===== src/rtl/axis_upsizer_if.sv =====
// Purpose : bundles the narrow upstream and wide downstream AXI-Stream signals of one
//           axis_upsizer instance. Modport slave is the upsizer's own view; modport
//           master is the surrounding logic that feeds the narrow side and drains the wide one.
// Ports   : s_axis_* narrow input stream (tdata/tvalid/tlast in, tready out of the upsizer),
//           m_axis_* wide output stream (tdata/tkeep/tvalid/tfirst/tlast out, tready in).
interface axis_upsizer_if #(
  parameter int IN_BYTES = 1,
  parameter int RATIO    = 4
);
  localparam int OUT_BYTES = IN_BYTES * RATIO;

  logic [8*IN_BYTES-1:0]  s_axis_tdata;
  logic                   s_axis_tvalid;
  logic                   s_axis_tlast;
  logic                   s_axis_tready;

  logic [8*OUT_BYTES-1:0] m_axis_tdata;
  logic [OUT_BYTES-1:0]   m_axis_tkeep;
  logic                   m_axis_tvalid;
  logic                   m_axis_tfirst;
  logic                   m_axis_tlast;
  logic                   m_axis_tready;

  modport slave (
    input  s_axis_tdata, s_axis_tvalid, s_axis_tlast, m_axis_tready,
    output s_axis_tready, m_axis_tdata, m_axis_tkeep, m_axis_tvalid,
           m_axis_tfirst, m_axis_tlast
  );

  modport master (
    output s_axis_tdata, s_axis_tvalid, s_axis_tlast, m_axis_tready,
    input  s_axis_tready, m_axis_tdata, m_axis_tkeep, m_axis_tvalid,
           m_axis_tfirst, m_axis_tlast
  );
endinterface


===== src/rtl/axis_upsizer.sv =====
// Purpose : packs RATIO narrow beats of IN_BYTES bytes into one wide word, with per-byte
//           tkeep for short tails, tfirst/tlast markers and a completed-packet counter.
// Latency : 1 cycle from the completing input handshake to m_axis_tvalid; 1 word/cycle peak.
// Backpr. : s_axis_tready drops combinationally while the output word is held (valid & ~ready).
// Ports   : clk, reset_n (async, active-low), bus (axis_upsizer_if.slave: narrow in, wide out),
//           pkt_count (32-bit count of output tlast handshakes, wraps).
module axis_upsizer #(
  parameter int IN_BYTES   = 1,
  parameter int RATIO      = 4,
  parameter bit BIG_ENDIAN = 1'b1
) (
  input  logic                clk,
  input  logic                reset_n,
  axis_upsizer_if.slave       bus,
  output logic [31:0]         pkt_count
);

  localparam int SEG_W     = 8 * IN_BYTES;
  localparam int OUT_BYTES = IN_BYTES * RATIO;
  localparam int OUT_W     = 8 * OUT_BYTES;
  localparam int SLOT_W    = (RATIO > 1) ? $clog2(RATIO) : 1;

  // Position of the k-th beat of a word within the output word.
  function automatic int seg_of(input int k);
    return BIG_ENDIAN ? (RATIO - 1 - k) : k;
  endfunction

  logic [SLOT_W-1:0]    slot_q,    slot_d;
  logic [OUT_W-1:0]     acc_q,     acc_d;
  logic                 first_q,   first_d;
  logic [OUT_W-1:0]     m_dat_q,   m_dat_d;
  logic [OUT_BYTES-1:0] m_keep_q,  m_keep_d;
  logic                 m_vld_q,   m_vld_d;
  logic                 m_last_q,  m_last_d;
  logic                 m_first_q, m_first_d;
  logic [31:0]          pkt_cnt_q, pkt_cnt_d;

  logic                 s_rdy;
  logic                 s_acc;
  logic                 word_done;
  logic [OUT_W-1:0]     merged;
  logic [OUT_BYTES-1:0] fill_keep;

  always_comb begin
    // Input is stalled only while a held word cannot leave this cycle, and during reset.
    s_rdy     = reset_n & ~(m_vld_q & ~bus.m_axis_tready);
    s_acc     = bus.s_axis_tvalid & s_rdy;
    word_done = s_acc & ((slot_q == SLOT_W'(RATIO - 1)) | bus.s_axis_tlast);

    // Accumulator with the current beat dropped into its lane. Lanes beyond the current
    // slot are still zero because the accumulator is cleared whenever a word completes.
    merged    = acc_q;
    fill_keep = '0;
    for (int k = 0; k < RATIO; k++) begin
      if (SLOT_W'(k) == slot_q)
        merged[seg_of(k)*SEG_W +: SEG_W] = bus.s_axis_tdata;
      if (SLOT_W'(k) <= slot_q)
        fill_keep[seg_of(k)*IN_BYTES +: IN_BYTES] = '1;
    end

    slot_d    = slot_q;
    acc_d     = acc_q;
    first_d   = first_q;
    m_dat_d   = m_dat_q;
    m_keep_d  = m_keep_q;
    m_vld_d   = m_vld_q;
    m_last_d  = m_last_q;
    m_first_d = m_first_q;
    pkt_cnt_d = pkt_cnt_q;

    if (s_acc) begin
      if (word_done) begin
        slot_d = '0;
        acc_d  = '0;
      end else begin
        slot_d = slot_q + SLOT_W'(1);
        acc_d  = merged;
      end
    end

    // A completing beat is only accepted when the output slot is empty or draining,
    // so loading here never overwrites an un-consumed word.
    if (word_done) begin
      m_vld_d   = 1'b1;
      m_dat_d   = merged;
      m_keep_d  = fill_keep;
      m_last_d  = bus.s_axis_tlast;
      m_first_d = first_q;
      first_d   = bus.s_axis_tlast;
    end else if (bus.m_axis_tready) begin
      m_vld_d   = 1'b0;
    end

    if (m_vld_q & bus.m_axis_tready & m_last_q)
      pkt_cnt_d = pkt_cnt_q + 32'd1;
  end

  always_ff @(posedge clk or negedge reset_n) begin
    if (!reset_n) begin
      slot_q    <= '0;
      acc_q     <= '0;
      first_q   <= 1'b1;
      m_dat_q   <= '0;
      m_keep_q  <= '0;
      m_vld_q   <= 1'b0;
      m_last_q  <= 1'b0;
      m_first_q <= 1'b0;
      pkt_cnt_q <= '0;
    end else begin
      slot_q    <= slot_d;
      acc_q     <= acc_d;
      first_q   <= first_d;
      m_dat_q   <= m_dat_d;
      m_keep_q  <= m_keep_d;
      m_vld_q   <= m_vld_d;
      m_last_q  <= m_last_d;
      m_first_q <= m_first_d;
      pkt_cnt_q <= pkt_cnt_d;
    end
  end

  assign bus.s_axis_tready = s_rdy;
  assign bus.m_axis_tdata  = m_dat_q;
  assign bus.m_axis_tkeep  = m_keep_q;
  assign bus.m_axis_tvalid = m_vld_q;
  assign bus.m_axis_tfirst = m_first_q;
  assign bus.m_axis_tlast  = m_last_q;
  assign pkt_count         = pkt_cnt_q;

endmodule

===== src/flat_wrapper.sv =====
// flat-port wrapper written by rule: the top's interface ports become plain ports
module axis_upsizer_flat 
#(
  parameter int IN_BYTES   = 1,
  parameter int RATIO      = 4,
  parameter bit BIG_ENDIAN = 1'b1
)
  (clk, reset_n, pkt_count, bus_s_axis_tdata, bus_s_axis_tvalid, bus_s_axis_tlast, bus_m_axis_tready, bus_s_axis_tready, bus_m_axis_tdata, bus_m_axis_tkeep, bus_m_axis_tvalid, bus_m_axis_tfirst, bus_m_axis_tlast);
  axis_upsizer_if #(.IN_BYTES(IN_BYTES), .RATIO(RATIO)) bus_i ();
  input  logic clk;
  input  logic reset_n;
  output logic [31:0] pkt_count;
  input wire logic [$bits(bus_i.s_axis_tdata)-1:0] bus_s_axis_tdata;
  input wire logic [$bits(bus_i.s_axis_tvalid)-1:0] bus_s_axis_tvalid;
  input wire logic [$bits(bus_i.s_axis_tlast)-1:0] bus_s_axis_tlast;
  input wire logic [$bits(bus_i.m_axis_tready)-1:0] bus_m_axis_tready;
  output wire logic [$bits(bus_i.s_axis_tready)-1:0] bus_s_axis_tready;
  output wire logic [$bits(bus_i.m_axis_tdata)-1:0] bus_m_axis_tdata;
  output wire logic [$bits(bus_i.m_axis_tkeep)-1:0] bus_m_axis_tkeep;
  output wire logic [$bits(bus_i.m_axis_tvalid)-1:0] bus_m_axis_tvalid;
  output wire logic [$bits(bus_i.m_axis_tfirst)-1:0] bus_m_axis_tfirst;
  output wire logic [$bits(bus_i.m_axis_tlast)-1:0] bus_m_axis_tlast;
  assign bus_i.s_axis_tdata = bus_s_axis_tdata;
  assign bus_i.s_axis_tvalid = bus_s_axis_tvalid;
  assign bus_i.s_axis_tlast = bus_s_axis_tlast;
  assign bus_i.m_axis_tready = bus_m_axis_tready;
  assign bus_s_axis_tready = bus_i.s_axis_tready;
  assign bus_m_axis_tdata = bus_i.m_axis_tdata;
  assign bus_m_axis_tkeep = bus_i.m_axis_tkeep;
  assign bus_m_axis_tvalid = bus_i.m_axis_tvalid;
  assign bus_m_axis_tfirst = bus_i.m_axis_tfirst;
  assign bus_m_axis_tlast = bus_i.m_axis_tlast;
  axis_upsizer #(.IN_BYTES(IN_BYTES), .RATIO(RATIO), .BIG_ENDIAN(BIG_ENDIAN)) u_core (.clk(clk), .reset_n(reset_n), .bus(bus_i), .pkt_count(pkt_count));
endmodule

===== config.mk =====
export PLATFORM = sky130hd
export DESIGN_NAME = axis_upsizer_flat
export DESIGN_NICKNAME = d
export VERILOG_FILES = /design/src/rtl/axis_upsizer_if.sv /design/src/rtl/axis_upsizer.sv /design/src/flat_wrapper.sv
export SDC_FILE = /design/constraint.sdc
export NUM_CORES = 1
export LEC_CHECK = 0
export ABC_CLOCK_PERIOD_IN_PS = 3800
export CAP_MARGIN = 40
export CORE_UTILIZATION = 56
export CTS_BUF_LIST = sky130_fd_sc_hd__clkbuf_16
export DETAILED_ROUTE_END_ITERATION = 8
export PLACE_DENSITY = 0.83
export SYNTH_ARGS = -nofsm -noshare
export SYNTH_HDL_FRONTEND = slang
export SYNTH_SLANG_ARGS = --single-unit
export TNS_END_PERCENT = 5

===== constraint.sdc =====
create_clock -name clk -period 3.8 [get_ports clk]
set_clock_uncertainty 0.1 [all_clocks]
set_input_delay 0.95 -clock clk [delete_from_list [all_inputs] [get_ports clk]]
set_output_delay 0.95 -clock clk [all_outputs]
set_load 0.005 [all_outputs]

# Word level (Yosys, flattened, before mapping)
# Cells that the tools add are included.
# word_totals
ff_bits	106
word_cells	42
# classes
addsub	2
n_lt_le_gt_ge	4
eq_ne	4
muxes	12
bitwise_logic	9
n_reduce_logical	2
# op_table
cell	count
$add 32x1->32 const B	1
$mux 32	1
$mux 8	4
$and 1x1->1	6
$mux 1	6
$eq 2x2->1 const A	2
$le 1x2->1 const A	2
$le 2x2->1 const A	2
$add 2x1->2 const B	1
$eq 1x2->1 const A	1
$eq 2x2->1 const B	1
$logic_not 2->1	1
$mux 2	1
$not 1->1	2
$reduce_bool 2->1	1
$or 1x1->1	1

# Longest topological paths before layout
# depth
ltp_word	7
depth_mapped	7

# Worst setup path before layout
# Ideal clock, no wire load.
# synth_timing
path_type	input port to output port
startpoint	input bus_m_axis_tready
endpoint	output bus_s_axis_tready
arrival_ns	1.270
path_slack_ns	1.480
stages	2
n_path_buf	0
path_cell_list	nand2b_1 -> and2_1
# synth_via
elab_chain_len	4
# synth_rtl
element	line	rtl
start: declaration	flat_wrapper.sv:16	input wire logic [$bits(bus_i.m_axis_tready)-1:0] bus_m_axis_tready;
$not 1->1	axis_upsizer.sv:46	s_rdy = reset_n & ~(m_vld_q & ~bus.m_axis_tready);
$and 1x1->1	axis_upsizer.sv:46	
$not 1->1	axis_upsizer.sv:46	
$and 1x1->1	axis_upsizer.sv:46	
end: declaration	flat_wrapper.sv:17	output wire logic [$bits(bus_i.s_axis_tready)-1:0] bus_s_axis_tready;
# Every way passes these cells.

# Final worst setup path
# Same ends and word-level chain as after synthesis.

==> flow_summary.ini <==
[outcome]
outcome = finished clean

[clocking]
cts_root_buf = clkbuf_16
insertion_delay_ns = 0.34
cts_setup_buffers = 0
ctsLongestPathBuffers = 2
h-tree-depth = 3
cts_buffers = 9
ctsResizeCount = 0
clock-sinks = 106
hold_buffers = 0
tritoncts = done
path_clk_slew_ns = 0.07

[sta]
slew_viol_final = 0
fin_crit_sh = 0.899
maxSlewHeadroom = 0.541
rsz0062_at_grt = no
hold_viol_final = 0
tightest_slew_ns = 0.688
holdWs_ns = 0.374
min_period_ns = 3.42
tns_ns = 0
max_freq_mhz = 293
finalSetupViolations = 0

[power_and_ir_drop]
swShare = 0.272
power_frac_comb = 0.214
finalPower_uw = 2880
p_per_area_nw_per_um2 = 502
internal_power_uw = 2090
clockPowerShare = 0.294
pwr-share-seq = 0.492
p_sw_uw = 784
p_leak_uw = 0.00257
irDropWorstVdd_uv = 271

[floorplan]
core-area_um2 = 7810
rows = 32
initial_core_util = 0.582
dieArea_um2 = 8480
die_h_um = 92.1
die_x_um = 92.1
io_pins = 85

[routing]
drt_iter0_drc = 175
viasPerCell = 5.68
drtPass1Iterations = 4
drc_errors = 0
routedWlPerCell_um = 17.1
wl_um = 9780
num_vias = 3242
ant_nets = 0

[worst_hold_path]
hold_class = reg -> reg

[worst_setup_path]
cp_max_fo = 5
crit_path_start_kind = input pin
required_ns = 2.75
end_kind = output port
critical_path_class = in -> out
critPathArrivalTime_ns = 2.37

[yosys]
yosysWarnings = 0
ys_ff_latch = 106
avgSynthCellArea_um2 = 11.8
yosysSeqAreaShare = 0.584
syn_area_um2 = 4550
ys_types = 30
syn-num-nets = 403
syn_inst = 384

[global_route]
antenna_found_initial = 0
grt-ovfl-total = 0
grt_max_degree = 59
grt_usage = 0.250
grt_pass1_vias = 3295
grt_first_pass_wirelength_um = 16600

[placement]
dpl.hpwl_um = 6840
gp_congestion = 0.830
port_buffers = 84

[final_layout]
antennaDiodeCount = 0
postLayoutCoreUtil = 0.735
syn_to_final_growth_pct = 26.2
final_nets = 483
drive_above_1_share = 0.0810

[job]
max_cap_violations = 0
path summary, 6_finish.rpt:
kind	from	end	slack [ns]	depth (start not counted)
hold / removal	u_core.pkt_count[31]	u_core.pkt_count[31]	0.37	1
min in group asynchronous	reset_n	u_core.bus.m_axis_tdata[0]	0.41	1
hold reg to reg	u_core.pkt_count[31]	u_core.pkt_count[31]	0.37	1
setup / recovery	bus_m_axis_tready	bus_s_axis_tready	0.38	4
max in group asynchronous	reset_n	u_core.slot_q[0]	1.76	3
setup reg to reg	u_core.slot_q[1]	u_core.bus.m_axis_tfirst	1.48	5
sequential cells by signal, indices dropped and copies added, names as in the netlist:
| name | cells |
|---|---|
| u_core.bus.m_axis_tvalid | 1 |
| u_core.pkt_count | 32 |
| u_core.first_q | 1 |
| u_core.bus.m_axis_tfirst | 1 |
| u_core.acc_q | 32 |
| u_core.bus.m_axis_tlast | 1 |
| u_core.slot_q | 2 |
| u_core.bus.m_axis_tdata | 32 |
| u_core.bus.m_axis_tkeep | 4 |
cell type report:
class	count	area, µm²
clock buffer	9	225
clock inverter	7	47.5
fill	547	2070
inverter	4	15.0
multi-input combinational	255	1800
sequential	106	2650
tap	102	128
timing repair buffer	88	868
power groups by stage:
stage               Combinational [µW]  Clock (µW)  Sequential, µW
floorplan                          271           0            1420
global placement                   602           0            1420
detailed placement                 619           0            1430
CTS                                626         856            1410
global route                       683         903            1430
finish                             616         848            1420
metal layers:
metal  vias to the layer above  wire length [µm]  GRT usage
met4                         0               161     0.0807
met5                         -                 0          0
met3                        15               523     0.0423
li1                       1513                 -          -
met2                        84              4730      0.402
met1                      1630              4370      0.350
per-stage QoR:
stage	setup slack, ns	area [µm²]	instances
after CTS	0.378	5740	571
after global placement	0.448	5460	555
after global routing	0.302	5740	571
after floorplan	1.48	4550	384
after detailed placement	0.382	5460	555
final	0.384	5740	571
cells in the final DEF, fill, tap and decap left out, drive strengths merged, types with 10 or more instances in the layout:
master / synthesis / final
mux2i: 32 / 32
xor2: 13 / 13
clkdlybuf4s50: 0 / 83
dfrtp: 105 / 105
nand3: 18 / 18
xnor2: 18 / 18
nand2: 45 / 45
and2: 10 / 10
o21ai: 39 / 39
a22o: 27 / 27
critical path, stage by stage:
cell and delay (ns):
clkdlybuf4s50_1 0.53, nand2b_1 0.20, and2_1 0.16, clkdlybuf4s50_1 0.52
Yosys cell counts (all sizes together):
| library cell | count | area, µm² |
|---|---|---|
| a22o | 27 | 236 |
| and2 | 10 | 62.6 |
| and3 | 9 | 57.6 |
| and4 | 6 | 53.8 |
| buf | 5 | 26.3 |
| clkbuf | 14 | 52.6 |
| dfrtp | 105 | 2630 |
| dfstp | 1 | 26.3 |
| ha | 6 | 75.1 |
| inv | 4 | 15.0 |
| mux2 | 2 | 22.5 |
| mux2i | 32 | 320 |
| nand2 | 45 | 169 |
| nand2b | 2 | 12.5 |
| nand3 | 18 | 100 |
| nand4 | 8 | 50.1 |
| nor2 | 5 | 18.8 |
| nor3 | 4 | 20.0 |
| nor4 | 8 | 109 |
| o21ai | 39 | 195 |
| or2 | 2 | 12.5 |
| or4 | 1 | 11.3 |
| xnor2 | 18 | 158 |
| xor2 | 13 | 114 |
kinds of logic (layout without fill, tap and decap cells):
family,after synthesis,after routing,synth area share
multiplexers,34,34,0.0754
AND/OR/NAND/NOR,118,118,0.149
adder cells (fa/ha/maj),6,6,0.0165
buffers and inverters,23,108,0.0206
AO/OA/AOI/OAI,66,66,0.0950
XOR/XNOR,31,31,0.0597
flip-flops,106,106,0.584
Note: power is estimated with default switching activity, not from simulation.
==> variant (config.mk and constraints unchanged) <==
`BIG_ENDIAN` is set to 1'b1 in 2 places; all go to 1'b0.
--- a/src/rtl/axis_upsizer.sv
+++ b/src/rtl/axis_upsizer.sv
@@ -8,5 +8,5 @@
   parameter int IN_BYTES   = 1,
   parameter int RATIO      = 4,
-  parameter bit BIG_ENDIAN = 1'b1
+  parameter bit BIG_ENDIAN = 1'b0
 ) (
   input  logic                clk,
--- a/src/flat_wrapper.sv
+++ b/src/flat_wrapper.sv
@@ -4,5 +4,5 @@
   parameter int IN_BYTES   = 1,
   parameter int RATIO      = 4,
-  parameter bit BIG_ENDIAN = 1'b1
+  parameter bit BIG_ENDIAN = 1'b0
 )
   (clk, reset_n, pkt_count, bus_s_axis_tdata, bus_s_axis_tvalid, bus_s_axis_tlast, bus_m_axis_tready, bus_s_axis_tready, bus_m_axis_tdata, bus_m_axis_tkeep, bus_m_axis_tvalid, bus_m_axis_tfirst, bus_m_axis_tlast);
Check against the original RTL: not equivalent (a bounded check fails within 4 cycles, from zero or initial values and one cycle with reset_n low).
==> variant against the unedited design <==
Clock power increased by 23%; register-to-register slack better by 0.06 ns; final area rose by 1.8%; synthesized area about the same; wire length grew 2.5%; setup slack gained 0.015 ns; die area is essentially flat; core utilization is 1.3 points higher; sequential cell count unchanged; total power increased by 7.0%; critical path depth did not move; sequential power hardly changed.
==> variant: results (changes against the unedited design) <==
GRT:
- The pin count of the biggest net entering global routing came to 63 (was 59).
- The global-route track usage on met1 came to 0.351 (was 0.350).
- The global-route track usage on met3 is 0.0290 (was 0.0423).
- The met2 usage in global routing is 0.399 (was 0.402).
- The global-route wire length before repair came to 16300 um (was 16600 um).

Setup path:
- The largest driver fanout on the critical path was 4 (was 5).
- The critical path data arrival time is 2.35 ns (was 2.37 ns).
- The delay contributed by the slowest stage of the critical path came to 0.56 ns (was 0.53 ns).

Final layout:
- The fraction of area in clock buffers and inverters is 0.0587 (was 0.0476).
- The number of filler instances in the final layout came to 526 (was 547).
- The final standard cell count with taps included and fillers excluded is 574 (was 571).
- The final standard cell area without fillers came to 0.00584 mm^2 (was 0.00574 mm^2).
- The proportion of layout cells with a drive suffix above 1 was 0.0699 (was 0.0810).
- The number of nets in the layout came to 486 (was 483).
- The multi-input combinational cell count came to 258 (was 255).
- The multi-input gate share of total cell area came to 0.310 (was 0.313).
- The buffer share of cell area is 0.152 (was 0.151).

Timing:
- The transition time at the pin with the least slew margin is 0.616 ns (was 0.688 ns).

Synthesis:
- The sequential fraction of the synthesis area is 0.584 (about the same).
- The average cell area after synthesis is 11.8 um^2 (about the same).
- The number of distinct standard cells referenced by the synthesized netlist came to 32 (was 30).

Pwr:
- The power in combinational cells is 0.627 mW (was 0.616 mW).
- The worst IR drop on VDD is 0.305 mV (was 0.271 mV).
- The switching power of the nets was 0.786 mW (was 0.784 mW).
- The internal power summed over all cells is 2.30 mW (was 2.09 mW).

Route:
- The DRC violation total after the first TritonRoute iteration was 171 (was 175).
- The number of vias in the routed layout is 3273 (was 3242).

Place:
- The instance count after placement with tap cells included is 558 (was 555).
- The placed instance area is 0.00550 mm^2 (was 0.00546 mm^2).
- The detailed placement HPWL is 6780 um (was 6840 um).
- The final weighted congestion in routability-driven placement came to 0.810 (was 0.830).

Outcome:
- Result of the run: completed (unchanged).
## variant: cell count changes after synthesis, sizes merged, moves of 3 or more
cell	delta
clkbuf	-7
buf	+4
nand4	+6
nor4	-4
nand3	-5
xnor2	+7
and4	-3
xor2	-7
nand2	+5
nor2	+6
## variant: cells by family after synthesis
logic type / share of synthesized area
XOR/XNOR: 0.0597
buffers and inverters: 0.0182
adder cells (fa/ha/maj): 0.0165
AND/OR/NAND/NOR: 0.151
multiplexers: 0.0754
AO/OA/AOI/OAI: 0.0958
flip-flops: 0.584
## variant: worst register-to-register path, cell delays in order, from the launching register on
cell and delay [ns]:
sky130_fd_sc_hd__dfrtp_1 0.42, sky130_fd_sc_hd__ha_1 0.42, sky130_fd_sc_hd__or2_1 0.40, sky130_fd_sc_hd__nand4_1 0.15, sky130_fd_sc_hd__buf_4 0.27, sky130_fd_sc_hd__mux2_2 0.38
## variant: final timing paths
| path | endpoint | slack [ns] | depth (start not counted) |
|---|---|---|---|
| max in group asynchronous | u_core.first_q | 2.18 | 3 |
| min in group asynchronous | u_core.pkt_count[7] | 0.39 | 1 |
| setup reg to reg | u_core.bus.m_axis_tfirst | 1.54 | 5 |
| hold / removal | u_core.bus.m_axis_tdata[11] | 0.38 | 2 |
| hold reg to reg | u_core.bus.m_axis_tdata[11] | 0.38 | 2 |
| setup / recovery | bus_s_axis_tready | 0.40 | 4 |
## variant: layer usage
| metal | part of all wire | wire length (um) |
|---|---|---|
| met1 | 0.44 | 4460 |
| met5 | 0 | 0 |
| met2 | 0.48 | 4840 |
| met4 | 0.027 | 267 |
| met3 | 0.046 | 457 |
